## config.mk

```make
export PLATFORM = sky130hd
export DESIGN_NAME = mem_read_router_flat
export DESIGN_NICKNAME = d
export VERILOG_FILES = /design/src/rtl/mem_read_router_if.sv /design/src/rtl/mem_read_router.sv /design/src/flat_wrapper.sv
export SDC_FILE = /design/constraint.sdc
export NUM_CORES = 1
export LEC_CHECK = 0
export BUFFER_PORTS_ARGS = -buffer_cell sky130_fd_sc_hd__buf_2
export CORE_ASPECT_RATIO = 0.9
export CORE_MARGIN = 5
export CORE_UTILIZATION = 49
export DETAILED_ROUTE_END_ITERATION = 12
export HOLD_SLACK_MARGIN = 0.12
export PLACE_DENSITY = 0.78
export SETUP_SLACK_MARGIN = 0.1
export SKIP_CTS_REPAIR_TIMING = 1
export SYNTH_ARGS = -nofsm -noshare
export SYNTH_HDL_FRONTEND = slang
export SYNTH_SLANG_ARGS = --single-unit
```

## constraint.sdc

```tcl
create_clock -name clk -period 2.4 [get_ports clk]
set_clock_uncertainty 0.1 [all_clocks]
set_input_delay 0.48 -clock clk [delete_from_list [all_inputs] [get_ports clk]]
set_output_delay 0.48 -clock clk [all_outputs]
set_load 0.02 [all_outputs]
```

## src/rtl/mem_read_router_if.sv

```systemverilog
// Bus interface for mem_read_router.
// Groups the control handshake (req/iord/wr/ready/done), the memory strobes and
// read data, and the IR/MDR outputs.
//   master : control unit / memory model side (drives req, iord, wr, mem_rdata)
//   slave  : the router (drives strobes, ready, done, ir_q, mdr_q)
// With ROUTER_REQ_ERR_EN defined, the sticky req_err flag is added to the bus.
interface mem_read_router_if #(
  parameter int unsigned DATA_W = 32
);

  logic              req;
  logic              iord;
  logic              wr;
  logic [DATA_W-1:0] mem_rdata;
  logic              mem_rd_en;
  logic              mem_wr_en;
  logic              ready;
  logic              done;
  logic [DATA_W-1:0] ir_q;
  logic [DATA_W-1:0] mdr_q;
`ifdef ROUTER_REQ_ERR_EN
  logic              req_err;
`endif

  modport master (
`ifdef ROUTER_REQ_ERR_EN
    input  req_err,
`endif
    output req, iord, wr, mem_rdata,
    input  mem_rd_en, mem_wr_en, ready, done, ir_q, mdr_q
  );

  modport slave (
`ifdef ROUTER_REQ_ERR_EN
    output req_err,
`endif
    input  req, iord, wr, mem_rdata,
    output mem_rd_en, mem_wr_en, ready, done, ir_q, mdr_q
  );

endinterface

```

## src/rtl/mem_read_router.sv

```systemverilog
// mem_read_router: sequences a memory access and steers the returned word to
// the Instruction Register (iord=0, fetch) or the Memory Data Register (iord=1).
// Ports:
//   clk      rising-edge clock
//   reset_n  asynchronous active-low reset
//   bus      mem_read_router_if.slave: req/iord/wr/mem_rdata in;
//            mem_rd_en/mem_wr_en/ready/done/ir_q/mdr_q out
// Optional feature macro ROUTER_REQ_ERR_EN: adds sticky bus.req_err, set by a
// req seen while ready=0, cleared only by reset.
// All outputs are registered; strobes/ready/done are computed from next state.
module mem_read_router #(
  parameter int unsigned DATA_W = 32,
  parameter int unsigned LAT    = 2,
  parameter int unsigned CNT_W  = 4
) (
  input  logic                   clk,
  input  logic                   reset_n,
  mem_read_router_if.slave       bus
);

  localparam logic [CNT_W-1:0] CNT_LAST = CNT_W'(LAT - 1);

  typedef enum logic [1:0] {
    S_IDLE   = 2'd0,
    S_ACCESS = 2'd1,
    S_DONE   = 2'd2
  } state_t;

  state_t            state_q, state_d;
  logic [CNT_W-1:0]  cnt_q, cnt_d;
  logic              dest_q, dest_d;
  logic              wr_q, wr_d;
  logic [DATA_W-1:0] ir_q, ir_d;
  logic [DATA_W-1:0] mdr_q, mdr_d;
  logic              rd_en_q, rd_en_d;
  logic              wr_en_q, wr_en_d;
  logic              ready_q, ready_d;
  logic              done_q, done_d;

  // Next-state, capture and next-output logic
  always_comb begin
    state_d = state_q;
    cnt_d   = cnt_q;
    dest_d  = dest_q;
    wr_d    = wr_q;
    ir_d    = ir_q;
    mdr_d   = mdr_q;
    rd_en_d = 1'b0;
    wr_en_d = 1'b0;
    ready_d = 1'b1;
    done_d  = 1'b0;

    unique case (state_q)
      S_IDLE, S_DONE: begin
        // DONE accepts a new request directly so back-to-back accesses skip IDLE
        if (bus.req) begin
          state_d = S_ACCESS;
          cnt_d   = '0;
          dest_d  = bus.iord;
          wr_d    = bus.wr;
        end else begin
          state_d = S_IDLE;
        end
      end
      S_ACCESS: begin
        if (cnt_q == CNT_LAST) begin
          state_d = S_DONE;
          if (!wr_q) begin
            if (dest_q) mdr_d = bus.mem_rdata;
            else        ir_d  = bus.mem_rdata;
          end
        end else begin
          cnt_d = cnt_q + CNT_W'(1);
        end
      end
      default: state_d = S_IDLE;
    endcase

    // Outputs registered one edge early so they align with the state they describe
    rd_en_d = (state_d == S_ACCESS) && !wr_d;
    wr_en_d = (state_d == S_ACCESS) && wr_d && (cnt_d == '0)
              && (state_q != S_ACCESS);
    ready_d = (state_d != S_ACCESS);
    done_d  = (state_d == S_DONE);
  end

  // State and output registers
  always_ff @(posedge clk or negedge reset_n) begin
    if (!reset_n) begin
      state_q <= S_IDLE;
      cnt_q   <= '0;
      dest_q  <= 1'b0;
      wr_q    <= 1'b0;
      ir_q    <= '0;
      mdr_q   <= '0;
      rd_en_q <= 1'b0;
      wr_en_q <= 1'b0;
      ready_q <= 1'b1;
      done_q  <= 1'b0;
    end else begin
      state_q <= state_d;
      cnt_q   <= cnt_d;
      dest_q  <= dest_d;
      wr_q    <= wr_d;
      ir_q    <= ir_d;
      mdr_q   <= mdr_d;
      rd_en_q <= rd_en_d;
      wr_en_q <= wr_en_d;
      ready_q <= ready_d;
      done_q  <= done_d;
    end
  end

`ifdef ROUTER_REQ_ERR_EN
  logic req_err_q;

  // Sticky flag for requests issued while busy; does not affect the FSM
  always_ff @(posedge clk or negedge reset_n) begin
    if (!reset_n) begin
      req_err_q <= 1'b0;
    end else if (bus.req && !ready_q) begin
      req_err_q <= 1'b1;
    end
  end

  assign bus.req_err = req_err_q;
`endif

  assign bus.mem_rd_en = rd_en_q;
  assign bus.mem_wr_en = wr_en_q;
  assign bus.ready     = ready_q;
  assign bus.done      = done_q;
  assign bus.ir_q      = ir_q;
  assign bus.mdr_q     = mdr_q;

endmodule

```

## src/flat_wrapper.sv

```systemverilog
// flat-port wrapper written by rule: the top's interface ports become plain ports
module mem_read_router_flat 
#(
  parameter int unsigned DATA_W = 32,
  parameter int unsigned LAT    = 2,
  parameter int unsigned CNT_W  = 4
)
  (clk, reset_n, bus_req, bus_iord, bus_wr, bus_mem_rdata, bus_mem_rd_en, bus_mem_wr_en, bus_ready, bus_done, bus_ir_q, bus_mdr_q);
  mem_read_router_if #(.DATA_W(DATA_W)) bus_i ();
  input  logic clk;
  input  logic reset_n;
  input wire logic [$bits(bus_i.req)-1:0] bus_req;
  input wire logic [$bits(bus_i.iord)-1:0] bus_iord;
  input wire logic [$bits(bus_i.wr)-1:0] bus_wr;
  input wire logic [$bits(bus_i.mem_rdata)-1:0] bus_mem_rdata;
  output wire logic [$bits(bus_i.mem_rd_en)-1:0] bus_mem_rd_en;
  output wire logic [$bits(bus_i.mem_wr_en)-1:0] bus_mem_wr_en;
  output wire logic [$bits(bus_i.ready)-1:0] bus_ready;
  output wire logic [$bits(bus_i.done)-1:0] bus_done;
  output wire logic [$bits(bus_i.ir_q)-1:0] bus_ir_q;
  output wire logic [$bits(bus_i.mdr_q)-1:0] bus_mdr_q;
  assign bus_i.req = bus_req;
  assign bus_i.iord = bus_iord;
  assign bus_i.wr = bus_wr;
  assign bus_i.mem_rdata = bus_mem_rdata;
  assign bus_mem_rd_en = bus_i.mem_rd_en;
  assign bus_mem_wr_en = bus_i.mem_wr_en;
  assign bus_ready = bus_i.ready;
  assign bus_done = bus_i.done;
  assign bus_ir_q = bus_i.ir_q;
  assign bus_mdr_q = bus_i.mdr_q;
  mem_read_router #(.DATA_W(DATA_W), .LAT(LAT), .CNT_W(CNT_W)) u_core (.clk(clk), .reset_n(reset_n), .bus(bus_i));
endmodule
```

## Word-level counts from Yosys, hierarchy flattened

Index checks and enable logic that the tools add are counted.

| cells by class | value |
|---|---|
| reduce and logical (&&, ||, !) cells | 11 |
| mux-type cells | 8 |
| equal/unequal tests | 7 |
| bitwise logic cells | 2 |
| add/subtract/negate cells | 1 |

Operators with widths:

| kind | count |
|---|---|
| $mux 4 | 2 |
| $pmux 4 s2 | 1 |
| $reduce_and 4->1 | 2 |
| $add 4x1->4 const B | 1 |
| $eq 2x1->1 const B | 2 |
| $eq 2x2->1 const B | 2 |
| $eq 4x1->1 const B | 1 |
| $logic_and 1x1->1 | 4 |
| $logic_not 4->1 | 1 |
| $ne 2x1->1 const B | 2 |
| $pmux 2 s2 | 1 |
| $mux 1 | 3 |
| $logic_not 2->1 | 1 |
| $mux 2 | 1 |
| $not 1->1 | 2 |
| $reduce_and 2->1 | 1 |
| $reduce_or 2->1 | 1 |
| $logic_not 1->1 | 1 |

| word-level totals | value |
|---|---|
| register bits | 76 |
| logic and storage cells | 39 |

## Logic depth before layout (Yosys ltp)

Gate-level depths: netlist of the first run.

| logic depth | value |
|---|---|
| depth after elaboration | 7 |
| gate-level depth with buffers | 7 |
| gate-level depth less buffers | 5 |

## Worst setup path after synthesis of the first run

No wires, ideal clock.

| timing | value |
|---|---|
| kind | register to register |
| start | reg u_core.cnt_q[1] |
| end | reg u_core.ir_q[0] (netlist: u_core.bus.ir_q[0]) |
| clock period less this slack | 2.192 ns |
| arrival time | 1.967 ns |
| library setup time | 0.125 ns |
| required time | 2.175 ns |
| stages on the path, launching flop included | 8 |
| setup slack | 0.208 ns |
| buffers on the path | 2 |
| cells stage by stage | dfrtp_1 > inv_1 > ha_1 > or3b_4 > or4_4 > buf_6 > buf_12 > mux2_4 |

| between the ends | value |
|---|---|
| word-level cells in the longest chain between the ends | 2 |

RTL lines:

| item | RTL line | RTL |
|---|---|---|
| from (decl) | mem_read_router.sv:30 | `logic [CNT_W-1:0] cnt_q, cnt_d;` |
| from (signal assigned) | mem_read_router.sv:102 | `cnt_q <= cnt_d;` |
| $eq 4x1->1 | mem_read_router.sv:66 | `if (cnt_q == CNT_LAST) begin` |
| $reduce_and 4->1 (no source line) | - |  |
| to (signal assigned) | mem_read_router.sv:105 | `ir_q <= ir_d;` |
| to (decl) | mem_read_router.sv:33 | `logic [DATA_W-1:0] ir_q, ir_d;` |

Every way passes these cells.
A chain may end at the register's enable or synchronous reset.

## Worst setup path in the final report of the first run

| timing | value |
|---|---|
| start | reg u_core.cnt_q[1] |
| end | reg u_core.ir_q[23] (netlist: u_core.bus.ir_q[23]) |

The elaborated chain is that of the path after synthesis.

==> results of run 1 <==
-- metrics by stage --
step	area [µm²]	setup slack, ps
global placement	3610	174
floorplan	3040	208
CTS	3820	74.4
detailed placement	3610	91.4
global route	3850	100
finish	3850	147
-- flip-flops by register name (all words and copies together), names as in the netlist --
| signal | flops |
|---|---|
| u_core.state_q | 2 |
| u_core.dest_q | 1 |
| u_core.cnt_q | 4 |
| u_core.bus.mdr_q | 32 |
| u_core.bus.ir_q | 32 |
| u_core.bus.ready | 1 |
| u_core.bus.mem_rd_en | 1 |
| u_core.wr_q | 1 |
| u_core.bus.done | 1 |
| u_core.bus.mem_wr_en | 1 |
-- cell families after synthesis --
family	after synthesis	share of synthesized area, %
buf+inv	9	2.97
compound gates	8	1.69
flops	76	62.7
simple gates	20	4.08
mux	65	27.8
fa+ha+maj	2	0.824
-- worst max-delay path, cell delays in order, from the launching register on --
cell and delay (ps):
dfrtp_1 410, inv_1 70, ha_1 170, or3b_4 420
or4_4 460, buf_6 200, mux2_4 300
-- worst max-delay path by stage --
stage               cells past startpoint                   to  slack, ps
floorplan                               7   u_core.bus.ir_q[0]        210
global placement                        6  u_core.bus.ir_q[13]        170
detailed placement                      6  u_core.bus.ir_q[14]         90
CTS                                     6  u_core.bus.ir_q[19]         70
global route                            6  u_core.bus.ir_q[15]        100
finish                                  6  u_core.bus.ir_q[23]        150
-- synthesized netlist by cell type (2+ instances only) --
master / n
mux2_4: 30
ha_1: 2
o21ai_0: 2
dfrtp_1: 75
inv_1: 2
nand2b_1: 2
nor2_1: 2
clkbuf_1: 3
nand2_1: 5
buf_12: 3
mux2_2: 34
nor2b_1: 2
o211ai_1: 2
-- power by group through the flow --
stage               clock (mW)  combinational, mW  sequential, mW
CTS                       1.04               2.66            2.28
global placement             0               2.60            2.28
global route              1.11               2.82            2.37
finish                    1.00               2.65            2.28
detailed placement           0               2.65            2.30
floorplan                    0               1.11            3.00
-- final cells by class --
class	count	area, µm²	area share [%]
Clock buffer	9	124	3.22
Clock inverter	6	80.1	2.08
Inverter	2	7.51	0.195
Multi-Input combinational cell	95	1040	27.1
Sequential cell	76	1900	49.4
Tap cell	72	90.1	2.34
Timing Repair Buffer	112	602	15.6
-- layer usage --
metal / global-route usage (%) / part of all wire (%)
met1: 20.2 / 42
met2: 24.0 / 48
met3: 6.45 / 8.1
met4: 6.79 / 1.3
met5: 0 / 0
==> impl_results.md, run 1 <==
- Drt drc: 0
- Synth top area share: 61.8%
- Routed vias: roughly 1900
- Area contributors post-synth: dfrtp_1 (62%), mux2_4 (15%), mux2_2 (13%)
- Combinational power share: approximately 45%
- RSZ-0062 raised after global routing: false
- Clock transition at the registers of the reported paths: 70 ps
- GP Congestion: 0.846
- Drt total wl: 5.98 mm
- R2R depth: 6
- Layout cells sized above 1: 64.7%
- Placed cell count: 355
- TritonCTS buffer count: 9
- Filler cell count in the final layout: just under 500
- Internal power: 3.75 mW
- Synth Instances: 180
- Clock share of power: 16.9%
- Synthesized area: 0.00304 mm²
- Flip-flop and latch count after synthesis: 76
- Most frequent cells in the layout: buf_2 (103), dfrtp_1 (75), mux2_2 (34)
- Post-synthesis sequential area ratio: 62.7%
- Status: completed
- Initial antenna violation count: 0
- Commonest non-fill, non-tap cell in the layout: buf_2
- Pwr dens: 1540 mW/mm²
- Worst-skew pair later-pin latency: 340 ps
- Fin crit share: between 90% and 100%
- Min cycle time layout: approximately 2300 ps
- Die Height: 84.7 µm
- Maximum number of pins on one net before global-route repair: 47
- Clk buf depth: 2
- Hold Violations, Final: 0
- Area leader, netlist: dfrtp_1
- Type of origin of the critical path: flop
- Routed wire length per instance: approximately 16 µm
- Asr flop ratio synth: 100%
- Core Area: 0.00608 mm²
- I/O Buffers: 104
- Final net count: approximately 340
- Drt pass-1 iters: 4
- Ant diodes: 0
- Mean Syn Cell Area: 16.9 µm²
- Main flop type after synthesis: dfrtp_1
- Max_cap viols: 0
- Tightest Hold Check Type: input pin to flop
- DRT iter0 DRCs: 42
- Syn Nets: 219
- CP arrival: 2380 ps
- Core Util, Final: 63.3%
- Worst reg2reg startpoint: u_core.cnt_q[1]
- Pwr Total: 5.94 mW
- Sequential power share: a little under two fifths
- Vias in the first global route: 1996
- Area Growth Syn to Fin: 26.8%
- Die area: 0.00787 mm²
- Post-synth EDFFs: 0
- First-pass GRT wire length: 9.59 mm
- Die extent in x: 93.0 µm
- Slew @ Worst Pin: around 550 ps
- Hold path cells: 2
- Total gr overflow: 0
- Setup slack, reg-to-reg: 150 ps
- Global Route Usage Sum: 15.9%
- Critical R2R Capture: u_core.bus.ir_q[23]
- Max FO, Critical Path: 13
- Clock root buffer: clkbuf_8
- Fin cells: 372
- Worst setup EP type: flop
- Slew HR: 63.1%
- Yosys warns: 0
- CTS tree: built
- FMAX: 444 MHz
- Final ANT Viol Nets: 0
- Hold WS: 238 ps
- P_sw: 2.19 mW
- Final setup violation count: 0
- Cell variety after synth: 29
- H-Tree Depth: 3
- Critical Path RT: 2520 ps
- Via density: 4.99
- Crit path from: u_core.cnt_q[1]
- Static leakage: 2.00 nW
- DP HPWL: around 4.3 mm
- Clk sinks: 76
- Max-slew violations: 0
- Io pins: ~110
- Setup TNS: 0 ps
- Row count: 27
- Peak supply drop: 800 µV
- Worst Hold End: u_core.bus.mem_rd_en
- HP Start: bus_wr
- Effective utilization at floorplan: 49.9%
- Setup CP Type: flop to flop
- Switch share: 36.9%
No activity file was read; power rests on OpenSTA's default activity.
==> run 2, diff against run 1 <==
- BUFFER_PORTS_ARGS: -buffer_cell sky130_fd_sc_hd__buf_2 -> -buffer_cell sky130_fd_sc_hd__clkbuf_2
==> impl_results.md, run 2 (synthesis gave the netlist of run 1 again) <==
- Drt total wl: 6.12 mm (was 5.98 mm)
- R2R depth: 6 (unchanged)
- Commonest non-fill, non-tap cell in the layout: clkbuf_2 (was buf_2)
- Vias in the first global route: 2012 (was 1996)
- Final net count: 337 (was 335)
- Type of origin of the critical path: flop (unchanged)
- Post-route setup slack: 123 ps (was 147 ps)
- Clk sinks: 76 (unchanged)
- Initial antenna violation count: 0 (unchanged)
- Post-Place Worst Slack: 94.4 ps (was 91.4 ps)
- Total gr overflow: 0 (unchanged)
- Setup CP Type: flop to flop (unchanged)
- Via density: 5.03 (was 4.99)
- Hold Violations, Final: 0 (unchanged)
- Layout cells sized above 1: 65.0% (was 64.7%)
- Critical Path RT: 2530 ps (was 2520 ps)
- Worst setup EP type: flop (unchanged)
- I/O Buffers: 104 (unchanged)
- Sequential power share: 37.4% (was 38.4%)
- Die area: 0.00787 mm² (unchanged)
- Clk buf depth: 2 (unchanged)
- Effective utilization at floorplan: 49.9% (unchanged)
- Worst reg2reg startpoint: u_core.cnt_q[1] (unchanged)
- Max_cap viols: 0 (unchanged)
- DRT iter0 DRCs: 71 (was 42)
- Clock share of power: 19.4% (was 16.9%)
- Final ANT Viol Nets: 0 (unchanged)
- Critical R2R Capture: u_core.bus.ir_q[6] (was u_core.bus.ir_q[23])
- Combinational power share: 43.3% (was 44.6%)
- Ant diodes: 0 (unchanged)
- Slew @ Worst Pin: 570 ps (was 553 ps)
- DP HPWL: 4.41 mm (was 4.33 mm)
- Max FO, Critical Path: 19 (was 13)
- RSZ-0062 raised after global routing: true (was false)
- Die Height: 84.7 µm (unchanged)
- CTS tree: built (unchanged)
- Peak supply drop: 722 µV (was 800 µV)
- Maximum number of pins on one net before global-route repair: 47 (unchanged)
- Most frequent cells in the layout: clkbuf_2 (103), dfrtp_1 (75), mux2_2 (34) (was buf_2 (103), dfrtp_1 (75), mux2_2 (34))
- FMAX: 439 MHz (was 444 MHz)
- Global Route Usage Sum: 16.5% (was 15.9%)
- Routed wire length per instance: 16.3 µm (was 16.1 µm)
- Setup crit end: u_core.bus.ir_q[6] (was u_core.bus.ir_q[23])
- Worst-skew pair later-pin latency: 350 ps (was 340 ps)
- Slew HR: 62.0% (was 63.1%)
- Area Growth Syn to Fin: 29.7% (was 26.8%)
- Pwr dens: 1570 mW/mm² (was 1540 mW/mm²)
- Internal power: 3.94 mW (was 3.75 mW)
- CP arrival: 2410 ps (was 2380 ps)
- Status: completed (unchanged)
- Row count: 27 (unchanged)
- Crit path from: u_core.cnt_q[1] (unchanged)
- Hold path cells: 2 (unchanged)
- Final setup violation count: 0 (unchanged)
- TritonCTS buffer count: 9 (unchanged)
- Regs by FF count: u_core.bus.ir_q x32, u_core.bus.mdr_q x32, u_core.cnt_q x4 (unchanged)
- Core Area: 0.00608 mm² (unchanged)
- H-Tree Depth: 3 (unchanged)
- First-pass GRT wire length: 9.95 mm (was 9.59 mm)
- Static leakage: 2.06 nW (was 2.00 nW)
- Switch share: 36.2% (was 36.9%)
- Clock transition at the registers of the reported paths: 70 ps (about the same)
- Setup TNS: 0 ps (unchanged)
- Tightest Hold Check Type: input pin to flop (unchanged)
- GP Congestion: 0.828 (was 0.846)
- Clock root buffer: clkbuf_8 (unchanged)
- Drt drc: 0 (unchanged)
- Drt pass-1 iters: 4 (unchanged)
- Setup slack, reg-to-reg: 120 ps (was 150 ps)
- Routed vias: 1885 (was 1858)
- P_sw: 2.24 mW (was 2.19 mW)
- Die extent in x: 93.0 µm (unchanged)
- Min cycle time layout: 2280 ps (was 2250 ps)
- Fin crit share: 94.9% (was 93.9%)
- Io pins: 105 (unchanged)
- Max-slew violations: 0 (unchanged)
-- run 2: cell types whose count changed in the layout (fill, tap and decap cells not counted) --
cell / previous run / this run
buf_2: 103 / 0
buf_6: 1 / 0
buf_4: 6 / 7
clkbuf_1: 0 / 1
bufinv_16: 2 / 3
clkbuf_16: 0 / 1
ha_2: 0 / 1
ha_1: 2 / 1
clkbuf_8: 9 / 11
clkinv_2: 4 / 1
clkbuf_2: 0 / 103
buf_12: 1 / 2
-- run 2: metrics by stage --
stage                     hold WS [ps]  instance area, µm²  total power, mW  util (%)  std cells
after floorplan                   84.4                3040             4.11         -        180
after global placement             386                3610             4.88      59.4        355
after detailed placement           392                3610             4.96      59.4        355
after CTS                         36.9                3860             6.19      63.5        371
after global routing               213                3940             6.56      64.8        375
final                              223                3940             6.19      64.8        375
-- run 2: power by group through the flow --
| stage | combinational, mW | sequential [mW] | clock [mW] |
|---|---|---|---|
| 2_1_floorplan | 1.11 | 3.00 | 0 |
| 3_3_place_gp | 2.57 | 2.31 | 0 |
| 3_5_place_dp | 2.64 | 2.33 | 0 |
| 4_1_cts | 2.64 | 2.31 | 1.24 |
| 5_1_grt | 2.87 | 2.40 | 1.30 |
| 6_report | 2.68 | 2.31 | 1.20 |
-- run 2: worst min-delay path by stage --
stage / start / to / slack [ps]
5_1_grt: bus_iord / u_core.dest_q / 210
2_1_floorplan: reset_n / u_core.bus.done / 80
3_3_place_gp: u_core.bus.mdr_q[5] / u_core.bus.mdr_q[5] / 390
4_1_cts: reset_n / u_core.bus.mdr_q[9] / 40
6_report: bus_wr / u_core.bus.mem_rd_en / 220
3_5_place_dp: u_core.bus.mdr_q[16] / u_core.bus.mdr_q[16] / 390
-- run 2: critical path, stage by stage (launching register included) --
cell,delay (ps)
dfrtp_1,410
inv_1,80
ha_2,170
or3b_4,400
or4_4,490
buf_12,200
mux2_4,310
-- run 2: final cells by class --
| class | count | area, µm² |
|---|---|---|
| fill | 463 | 2140 |
| sequential | 76 | 1900 |
| multi-input combinational | 95 | 1050 |
| timing repair buffer | 114 | 643 |
| clock buffer | 12 | 155 |
| clock inverter | 4 | 95.1 |
| tap | 72 | 90.1 |
| inverter | 2 | 7.51 |
-- run 2: per-layer routing --
metal / share of wire [%] / up-vias / global-route usage (%)
met5: 0 / - / 0
met4: 2.0 / 0 / 7.99
met3: 7.6 / 13 / 6.36
met2: 47 / 76 / 25.0
met1: 43 / 921 / 20.7
li1: - / 875 / -
